`config.mk`:
```
export PLATFORM = sky130hd
export DESIGN_NAME = sixteen_bit_adder
export DESIGN_NICKNAME = d
export VERILOG_FILES = /design/src/rtl/sixteen_bit_adder_pkg.sv /design/src/rtl/cla4_group.sv /design/src/rtl/sixteen_bit_adder.sv
export SDC_FILE = /design/constraint.sdc
export NUM_CORES = 1
export LEC_CHECK = 0
export ABC_AREA = 1
export CAP_MARGIN = 20
export CELL_PAD_IN_SITES_DETAIL_PLACEMENT = 1
export CELL_PAD_IN_SITES_GLOBAL_PLACEMENT = 1
export CORE_MARGIN = 2
export CORE_UTILIZATION = 28
export DETAILED_ROUTE_END_ITERATION = 12
export GPL_TIMING_DRIVEN = 0
export PLACE_DENSITY = 0.87
export RECOVER_POWER = 50
export SYNTH_ARGS = -nofsm -noshare
export SYNTH_HDL_FRONTEND = slang
export SYNTH_HIERARCHICAL = 1
export SYNTH_SLANG_ARGS = --single-unit
```
`constraint.sdc`:
```
create_clock -name clk -period 0.8 [get_ports clk]
set_input_delay 0.12 -clock clk [delete_from_list [all_inputs] [get_ports clk]]
set_output_delay 0.12 -clock clk [all_outputs]
set_load 0.01 [all_outputs]
```
`src/rtl/sixteen_bit_adder_pkg.sv`:
```
// Shared sizing constants for the 16-bit carry-lookahead adder.
package sixteen_bit_adder_pkg;

  localparam int unsigned WIDTH_DEFAULT = 16;
  localparam int unsigned GROUP_W       = 4;
  localparam int unsigned NUM_GROUPS    = WIDTH_DEFAULT / GROUP_W;

  typedef logic [GROUP_W-1:0] nibble_t;

endpackage

```
`src/rtl/cla4_group.sv`:
```
// 4-bit carry-lookahead group: local sum plus group generate/propagate.
module cla4_group
  import sixteen_bit_adder_pkg::*;
(
  input  nibble_t a,
  input  nibble_t b,
  input  logic    ci,
  output nibble_t s,
  output logic    G,
  output logic    P
);

  nibble_t g;
  nibble_t p;
  nibble_t c;

  always_comb begin
    g = a & b;
    p = a ^ b;

    // Fully expanded internal carries, no ripple between bit positions
    c[0] = ci;
    c[1] = g[0] | (p[0] & ci);
    c[2] = g[1] | (p[1] & g[0]) | (p[1] & p[0] & ci);
    c[3] = g[2] | (p[2] & g[1]) | (p[2] & p[1] & g[0]) | (p[2] & p[1] & p[0] & ci);

    s = p ^ c;
    G = g[3] | (p[3] & g[2]) | (p[3] & p[2] & g[1]) | (p[3] & p[2] & p[1] & g[0]);
    P = &p;
  end

endmodule

```
`src/rtl/sixteen_bit_adder.sv`:
```
// Registered 16-bit two-level carry-lookahead adder with async active-low reset.
module sixteen_bit_adder
  import sixteen_bit_adder_pkg::*;
#(
  parameter int unsigned WIDTH = WIDTH_DEFAULT
) (
  input  logic             clk,
  input  logic             rst_n,
  input  logic [WIDTH-1:0] a,
  input  logic [WIDTH-1:0] b,
  input  logic             cin,
  output logic [WIDTH-1:0] sum,
  output logic             co
);

  logic [NUM_GROUPS-1:0] grp_g;
  logic [NUM_GROUPS-1:0] grp_p;
  logic [NUM_GROUPS-1:0] grp_c;
  logic [WIDTH-1:0]      sum_next;
  logic                  carry_out;

  for (genvar i = 0; i < NUM_GROUPS; i++) begin : g_grp
    cla4_group u_grp (
      .a  (a[i*GROUP_W +: GROUP_W]),
      .b  (b[i*GROUP_W +: GROUP_W]),
      .ci (grp_c[i]),
      .s  (sum_next[i*GROUP_W +: GROUP_W]),
      .G  (grp_g[i]),
      .P  (grp_p[i])
    );
  end

  // Second-level lookahead: every group carry is expanded straight from cin
  always_comb begin
    grp_c[0] = cin;
    grp_c[1] = grp_g[0] | (grp_p[0] & cin);
    grp_c[2] = grp_g[1] | (grp_p[1] & grp_g[0]) | (grp_p[1] & grp_p[0] & cin);
    grp_c[3] = grp_g[2] | (grp_p[2] & grp_g[1]) | (grp_p[2] & grp_p[1] & grp_g[0])
             | (grp_p[2] & grp_p[1] & grp_p[0] & cin);
    carry_out = grp_g[3] | (grp_p[3] & grp_g[2]) | (grp_p[3] & grp_p[2] & grp_g[1])
              | (grp_p[3] & grp_p[2] & grp_p[1] & grp_g[0])
              | (grp_p[3] & grp_p[2] & grp_p[1] & grp_p[0] & cin);
  end

  always_ff @(posedge clk or negedge rst_n) begin
    if (!rst_n) begin
      sum <= '0;
      co  <= 1'b0;
    end else begin
      sum <= sum_next;
      co  <= carry_out;
    end
  end

endmodule

```
==> results of run 1 <==
==> routing by layer <==
metal	GRT usage	routed length, um	vias up
li1	-	-	674
met1	0.1846	1672	666
met2	0.3384	2436	39
met3	0.02210	131	15
met4	0.09877	181	0
met5	0	0	-
==> registers in the layout, indices dropped and copies added (netlist names) <==
register and count:
co 1, sum 16
==> where the power goes <==
part	switching (mW)	internal, mW
registers	0.0557	1.03
logic	0.840	0.840
clock network	0.323	0.347
==> cells in the mapped netlist <==
| master | number | area [sq um] |
|---|---|---|
| fa_1 | 4 | 80.08 |
| nand4_1 | 4 | 25.02 |
| nor3_1 | 2 | 10.01 |
| or2_0 | 1 | 6.260 |
| o21bai_1 | 4 | 30.03 |
| nand2_1 | 40 | 150.1 |
| nor2_2 | 4 | 25.02 |
| inv_1 | 36 | 135.1 |
| xnor2_1 | 4 | 35.03 |
| nor2_1 | 8 | 30.03 |
| nand2_2 | 4 | 25.02 |
| a21oi_1 | 1 | 5.000 |
| ha_1 | 20 | 250.2 |
| nand3_1 | 12 | 60.06 |
| dfrtp_1 | 17 | 425.4 |
| xor2_1 | 4 | 35.03 |
==> kinds of logic (layout without fill, tap and decap cells) <==
kind of cell    count (synthesis)  after routing  synth area share
simple gates                   75             75            0.2498
flops                          17             17            0.3205
compound gates                  5              5           0.02639
buf+inv                        36            120            0.1018
fa+ha+maj                      24             24            0.2488
xor+xnor                        8              8           0.05277
==> worst max path at each step <==
stage	end	startpoint	slack, ps	cells after the start
after floorplan	sum[9]	b[1]	-820	12
after global placement	sum[13]	a[5]	-1490	11
after detailed placement	sum[13]	a[5]	-1570	11
after CTS	sum[12]	a[1]	-790	13
after global routing	sum[4]	b[1]	-900	11
final	sum[4]	a[1]	-820	12
==> repair_timing <==
action	CTS	global route
gates resized for setup	240	21
buffers inserted	27	5
pin swaps	49	22
setup endpoints to repair	51	32
==> layout make-up <==
| type | count | area (sq um) |
|---|---|---|
| tap | 54 | 67.56 |
| clock buffer | 3 | 41.29 |
| clock inverter | 1 | 5.005 |
| fill | 554 | 2230 |
| sequential | 17 | 425.4 |
| multi-input combinational | 112 | 1154 |
| timing repair buffer | 80 | 588.1 |
| inverter | 36 | 150.1 |
==> through the flow <==
stage	area, sq um	power (mW)	setup TNS (ps)	setup slack, ps	utilization
global placement	2033	2.392	-27390	-1486	0.4362
floorplan	1455	1.730	-7874	-817.9	-
global route	2431	3.666	-11710	-903.3	0.5216
detailed placement	2033	2.459	-29080	-1567	0.4362
CTS	2345	3.293	-9737	-792.6	0.5031
finish	2431	3.433	-10010	-822.3	0.5216
==> cells in the final DEF (no fill, tap or decap), types with 2 or more instances in the layout <==
master and instances:
nand4_1 4, buf_2 32, xnor2_1 4, ha_4 16, nand3_2 6, buf_6 13, clkbuf_8 3, nor2_1 3
nand2_1 24, dlygate4sd2_1 4, buf_4 24, nor2_2 4, fa_2 3, clkdlybuf4s15_2 2, o21bai_1 3, dfrtp_1 17
nand3_1 5, nand2_2 15, inv_4 3, nand2_4 5, nor2_4 5, clkdlybuf4s15_1 4, inv_2 7, inv_1 25
xor2_1 4, ha_1 3
==> run metrics, run 1 <==
status finished with violations; failing checks hold timing, setup timing; die area 5308 sq um; top cell family by delay on the critical path adder cells; CP cell instances buf_6 -> ha_4 -> nand2_4 -> nor2_4 -> nor2_4 -> o21bai_1 -> inv_1 -> nand2_4 -> buf_6 -> inv_4 -> fa_2 -> inv_2; final period utilization 2.028; CTS tree built; Initial Util 0.2848; DP Wirelength 2.790 mm; Static Leak 1.202 nW; # Max-Cap Violations 0; Mapped Cells 165; nets 309; crit path kind input port to register; DRT Pass-1 Iters 4; antenna diode count 0; Synth cell types 16; sequential share of the synthesized area 0.3205; routed wire length 4.421 mm; Slew @ Worst Pin 956.9 ps; CP max FO 4; PD cells 1412 nW/um^2; peak supply drop 0.5225 mV; DR vias/cell 4.601; final hold vios 17; cell area after synthesis 1328 sq um; Die Ht 72.86 um; CP Launch Type input port; largest net degree at the start of global routing 18; Inst Count DP 270; worst relative slew slack 0.3620; Worst Path Arrival 1780 ps; syn_nets 224; Clock transition at path regs 70 ps; layout overhead on the synthesized area 83.13%; core area 4661 sq um; achievable frequency 616.4 MHz; RSZ-0062 raised after global routing yes; vias in the first global route 1598; first-pass GRT wire length 7.120 mm; Port Buf Inserts 51; Max Slew Vio Count 0; DR vias 1394; GRT Overall Usage 0.1773; Num CTS Buffers 3; Die Span X 72.86 um; final routed DRC violation total 0; worst path required time 960 ps; synthesized flop and latch total 17; worst setup margin -822.3 ps; Cell Count, Final, Fillers Out 303; post-synthesis average cell area 8.046 sq um; initial antenna violation count 0; Yosys Warn Count 6; worst hold path type input port to asynchronous set/reset pin; share of cells above drive strength 1 0.5863; Worst Setup End Kind register; Buf/Inv on CP 5; routability-driven placement congestion ratio 0.7098; Detail Route Antenna Nets 0; clk sinks 17; Wirelength per Cell 14.59 um; hold slack -16.49 ps; DR iter-0 viols 32; CP peak stage delay 540 ps; CTS HTree Levels 1; FP Rows 25; gr ovfl total 0; IO Pins 52; Slowest cell on crit path fa_2; Clk Tree Root Cell clkbuf_8; final setup fails 31; cts hold-fix bufs 0; Period minus WS final 1622 ps; clock buffer depth 2
Note: power is estimated with default switching activity, not from simulation.
==> inputs of run 2 (changes only) <==
--- a/config.mk
+++ b/config.mk
@@ -6,16 +6,14 @@
 export NUM_CORES = 1
 export LEC_CHECK = 0
 export ABC_AREA = 1
-export CAP_MARGIN = 20
 export CELL_PAD_IN_SITES_DETAIL_PLACEMENT = 1
 export CELL_PAD_IN_SITES_GLOBAL_PLACEMENT = 1
 export CORE_MARGIN = 2
-export CORE_UTILIZATION = 28
+export CORE_UTILIZATION = 27
 export DETAILED_ROUTE_END_ITERATION = 12
 export GPL_TIMING_DRIVEN = 0
 export PLACE_DENSITY = 0.87
 export RECOVER_POWER = 50
 export SYNTH_ARGS = -nofsm -noshare
 export SYNTH_HDL_FRONTEND = slang
-export SYNTH_HIERARCHICAL = 1
 export SYNTH_SLANG_ARGS = --single-unit
==> run 2 against run 1 <==
The flow finishes with violations (setup timing). Sequential cell count unchanged. Power shrank 8.0%. Fmax rose by 17%. Synthesized area shrank 9.0%. Final cell count down 12%. Critical path depth down 2. Design area down 10%. Critical endpoint is now sum[12]. Largest cell class unchanged.
==> run metrics, run 2 <==
PD cells 1452 nW/um^2 (+2.8%); Util after Layout 0.5032 (-0.01843); cell area after synthesis 1207 sq um (-9.0%); worst setup margin -587.4 ps (+234.9 ps); cell taking the most area after synthesis dfrtp_1; RSZ-0062 raised after global routing yes; clk sinks 17 (unchanged); Clk Tree Root Cell clkbuf_8; Reg power frac 0.338 (+0.022); sw frac 0.3309 (-0.02407); Internal 2.114 mW (-4.5%); routed wire length 3.398 mm (-23%); CTS tree built; peak supply drop 0.5058 mV (-3.2%); DRT Pass-1 Iters 3 (-1); crit path kind input port to register; CTS HTree Levels 1 (unchanged); setup TNS -7609 ps (+2400 ps); largest net degree at the start of global routing 18 (unchanged); Clock transition at path regs 70 ps (about the same); commonest non-fill, non-tap cells in the layout 29 x buf_2, 25 x inv_1, 18 x nand2_1; Die Ht 70.87 um (-2.7%); FP Rows 24 (-4.0%); nets 272 (-12%); post-synthesis average cell area 8.443 sq um (+4.9%); Biggest register sum; dominant cell by count in the synthesized netlist nand2_1; Synth cell types 19 (+3); Wirelength per Cell 12.68 um (-13%); share of cells above drive strength 1 0.5602 (-0.02616); async set-reset flop share out of synthesis 1.000 (unchanged); achievable frequency 720.8 MHz (+17%); routability-driven placement congestion ratio 0.7727 (+8.9%); antenna diode count 0 (unchanged); CP max FO 4 (unchanged); final hold vios 0 (-17); worst relative slew slack 0.4815 (+0.1195); syn_nets 198 (-12%); first-pass GRT wire length 5.623 mm (-21%); Period minus WS final 1387 ps (-234.9 ps); core area 4324 sq um (-7.2%); Static Leak 1.136 nW (-5.4%); Die Span X 70.87 um (-2.7%); CP Launch Type input port; IO Pins 52 (unchanged); Inst Count DP 246 (-8.9%); vias in the first global route 1318 (-18%); Detail Route Antenna Nets 0 (unchanged); Port Buf Inserts 51 (unchanged); cts hold-fix bufs 0 (unchanged); worst hold path type input port to asynchronous set/reset pin; final period utilization 1.734 (-0.2937); status finished with violations; worst path required time 950 ps (about the same); max reg flops 16 (unchanged); Num CTS Buffers 3 (unchanged); layout overhead on the synthesized area 80.21%; initial antenna violation count 0 (unchanged); Yosys Warn Count 0 (-6); final setup fails 32 (+3.2%); synthesized flop and latch total 17 (unchanged); DR vias 1206 (-13%); sequential share of the synthesized area 0.3523 (+0.03188); top post-synthesis cells by area dfrtp_1 35%, ha_1 17%, nand2_1 11%, inv_1 9.0%, fa_1 6.6%; DP Wirelength 2.587 mm (-7.3%); leading registers by flop count sum (16), co (1); die area 5023 sq um (-5.4%); Worst Path Arrival 1540 ps (-240 ps); power share of the combinational group 0.459 (-0.030); Clk pwr share 0.203 (+0.008); most common cell after layout, fill and taps aside buf_2; Post-synth EDFFs 0 (unchanged); # Max-Cap Violations 0 (unchanged); Max Slew Vio Count 0 (unchanged); GRT Overall Usage 0.1400 (-0.03725); Switch Pwr 1.046 mW (-14%); Worst Setup End Kind register; Slew @ Worst Pin 777.7 ps (-179.2 ps); Pwr Total 3.160 mW (-8.0%); failing checks setup timing; Initial Util 0.2792 (-0.005608); gr ovfl total 0 (unchanged); share of the synthesized area in the top cell type 0.3523 (+0.03188); commonest cells in the netlist 36 x nand2_1, 29 x inv_1, 17 x dfrtp_1, 16 x ha_1, 8 x nand2_2; Mapped Cells 143 (-13%); DR vias/cell 4.500 (-2.2%); hold slack 59.85 ps (+76.33 ps); final routed DRC violation total 0 (unchanged); Cell Count, Final, Fillers Out 268 (-12%); Synth Flop Type dfrtp_1; clock buffer depth 2 (unchanged); DR iter-0 viols 14 (-56%)
==> run 2: cell types whose count changed in the layout (fill, tap and decap cells not counted), sizes merged, moves of 3 or more <==
cell           before  now
nor2               12    6
ha                 20   16
nand4               4    0
a21oi               1    6
buf                69   60
inv                36   29
dlygate4sd2         4    1
nand3              12    6
o21bai              4    1
clkdlybuf4s50       0    6
clkdlybuf4s15       6    0
==> run 2: layout make-up <==
class,count,area [sq um]
Fill cell,500,2148
Multi-Input combinational cell,97,999.7
Timing Repair Buffer,69,524.3
Sequential cell,17,425.4
Inverter,29,116.4
Tap cell,52,65.06
Clock buffer,4,45.04
==> run 2: timing repair <==
| item | CTS | global route |
|---|---|---|
| endpoints found under the hold margin | 0 | 0 |
| resized for setup | 210 | 23 |
| setup endpoints to repair | 51 | 32 |
| pin swaps | 32 | 16 |
| setup buffers | 13 | 6 |
==> run 2: kinds of logic (layout without fill, tap and decap cells) <==
group	after synthesis	count (layout)	share of synthesized area
compound gates	9	9	0.04560
fa+ha+maj	20	20	0.2321
flops	17	17	0.3523
buf+inv	29	102	0.09015
xor+xnor	7	7	0.05078
simple gates	61	61	0.2290
==> run 2: path summary, 6_finish.rpt <==
kind,start,endpoint,cells past startpoint
max in group asynchronous,rst_n,sum[9],1
worst max-delay path,a[3],sum[12],10
worst min-delay path,rst_n,sum[12],1
min in group clk,a[3],sum[3],3
==> run 2: worst max-delay path, cell delays in order <==
cell and delay [ps]:
buf_6 90, ha_4 270, nand2_1 40, nand3b_1 160
nand2_2 130, nand2_2 80, nand2_4 60, inv_2 40
fa_2 520, inv_2 30
==> run 2: per-stage QoR <==
stage / area (sq um) / setup slack (ps)
2_1_floorplan: 1364 / -658.9
3_3_place_gp: 1939 / -1263
3_5_place_dp: 1939 / -1290
4_1_cts: 2044 / -589.4
5_1_grt: 2176 / -645.4
6_report: 2176 / -587.4
==> run 2: routing by layer <==
layer | GRT usage | vias to the layer above | wire length, um
met2 | 0.2721 | 33 | 1928
met1 | 0.1513 | 582 | 1286
met3 | 0.01709 | 6 | 121
met4 | 0.05660 | 0 | 61
li1 | - | 585 | -
met5 | 0 | - | 0
==> run 2: power by group through the flow <==
stage                     logic, mW  registers, mW  clock network, mW
after floorplan               0.526           1.18                  0
after global placement         1.27           1.09                  0
after detailed placement       1.31           1.10                  0
after CTS                      1.32           1.07              0.674
after global routing           1.59           1.09              0.698
final                          1.45           1.07              0.641
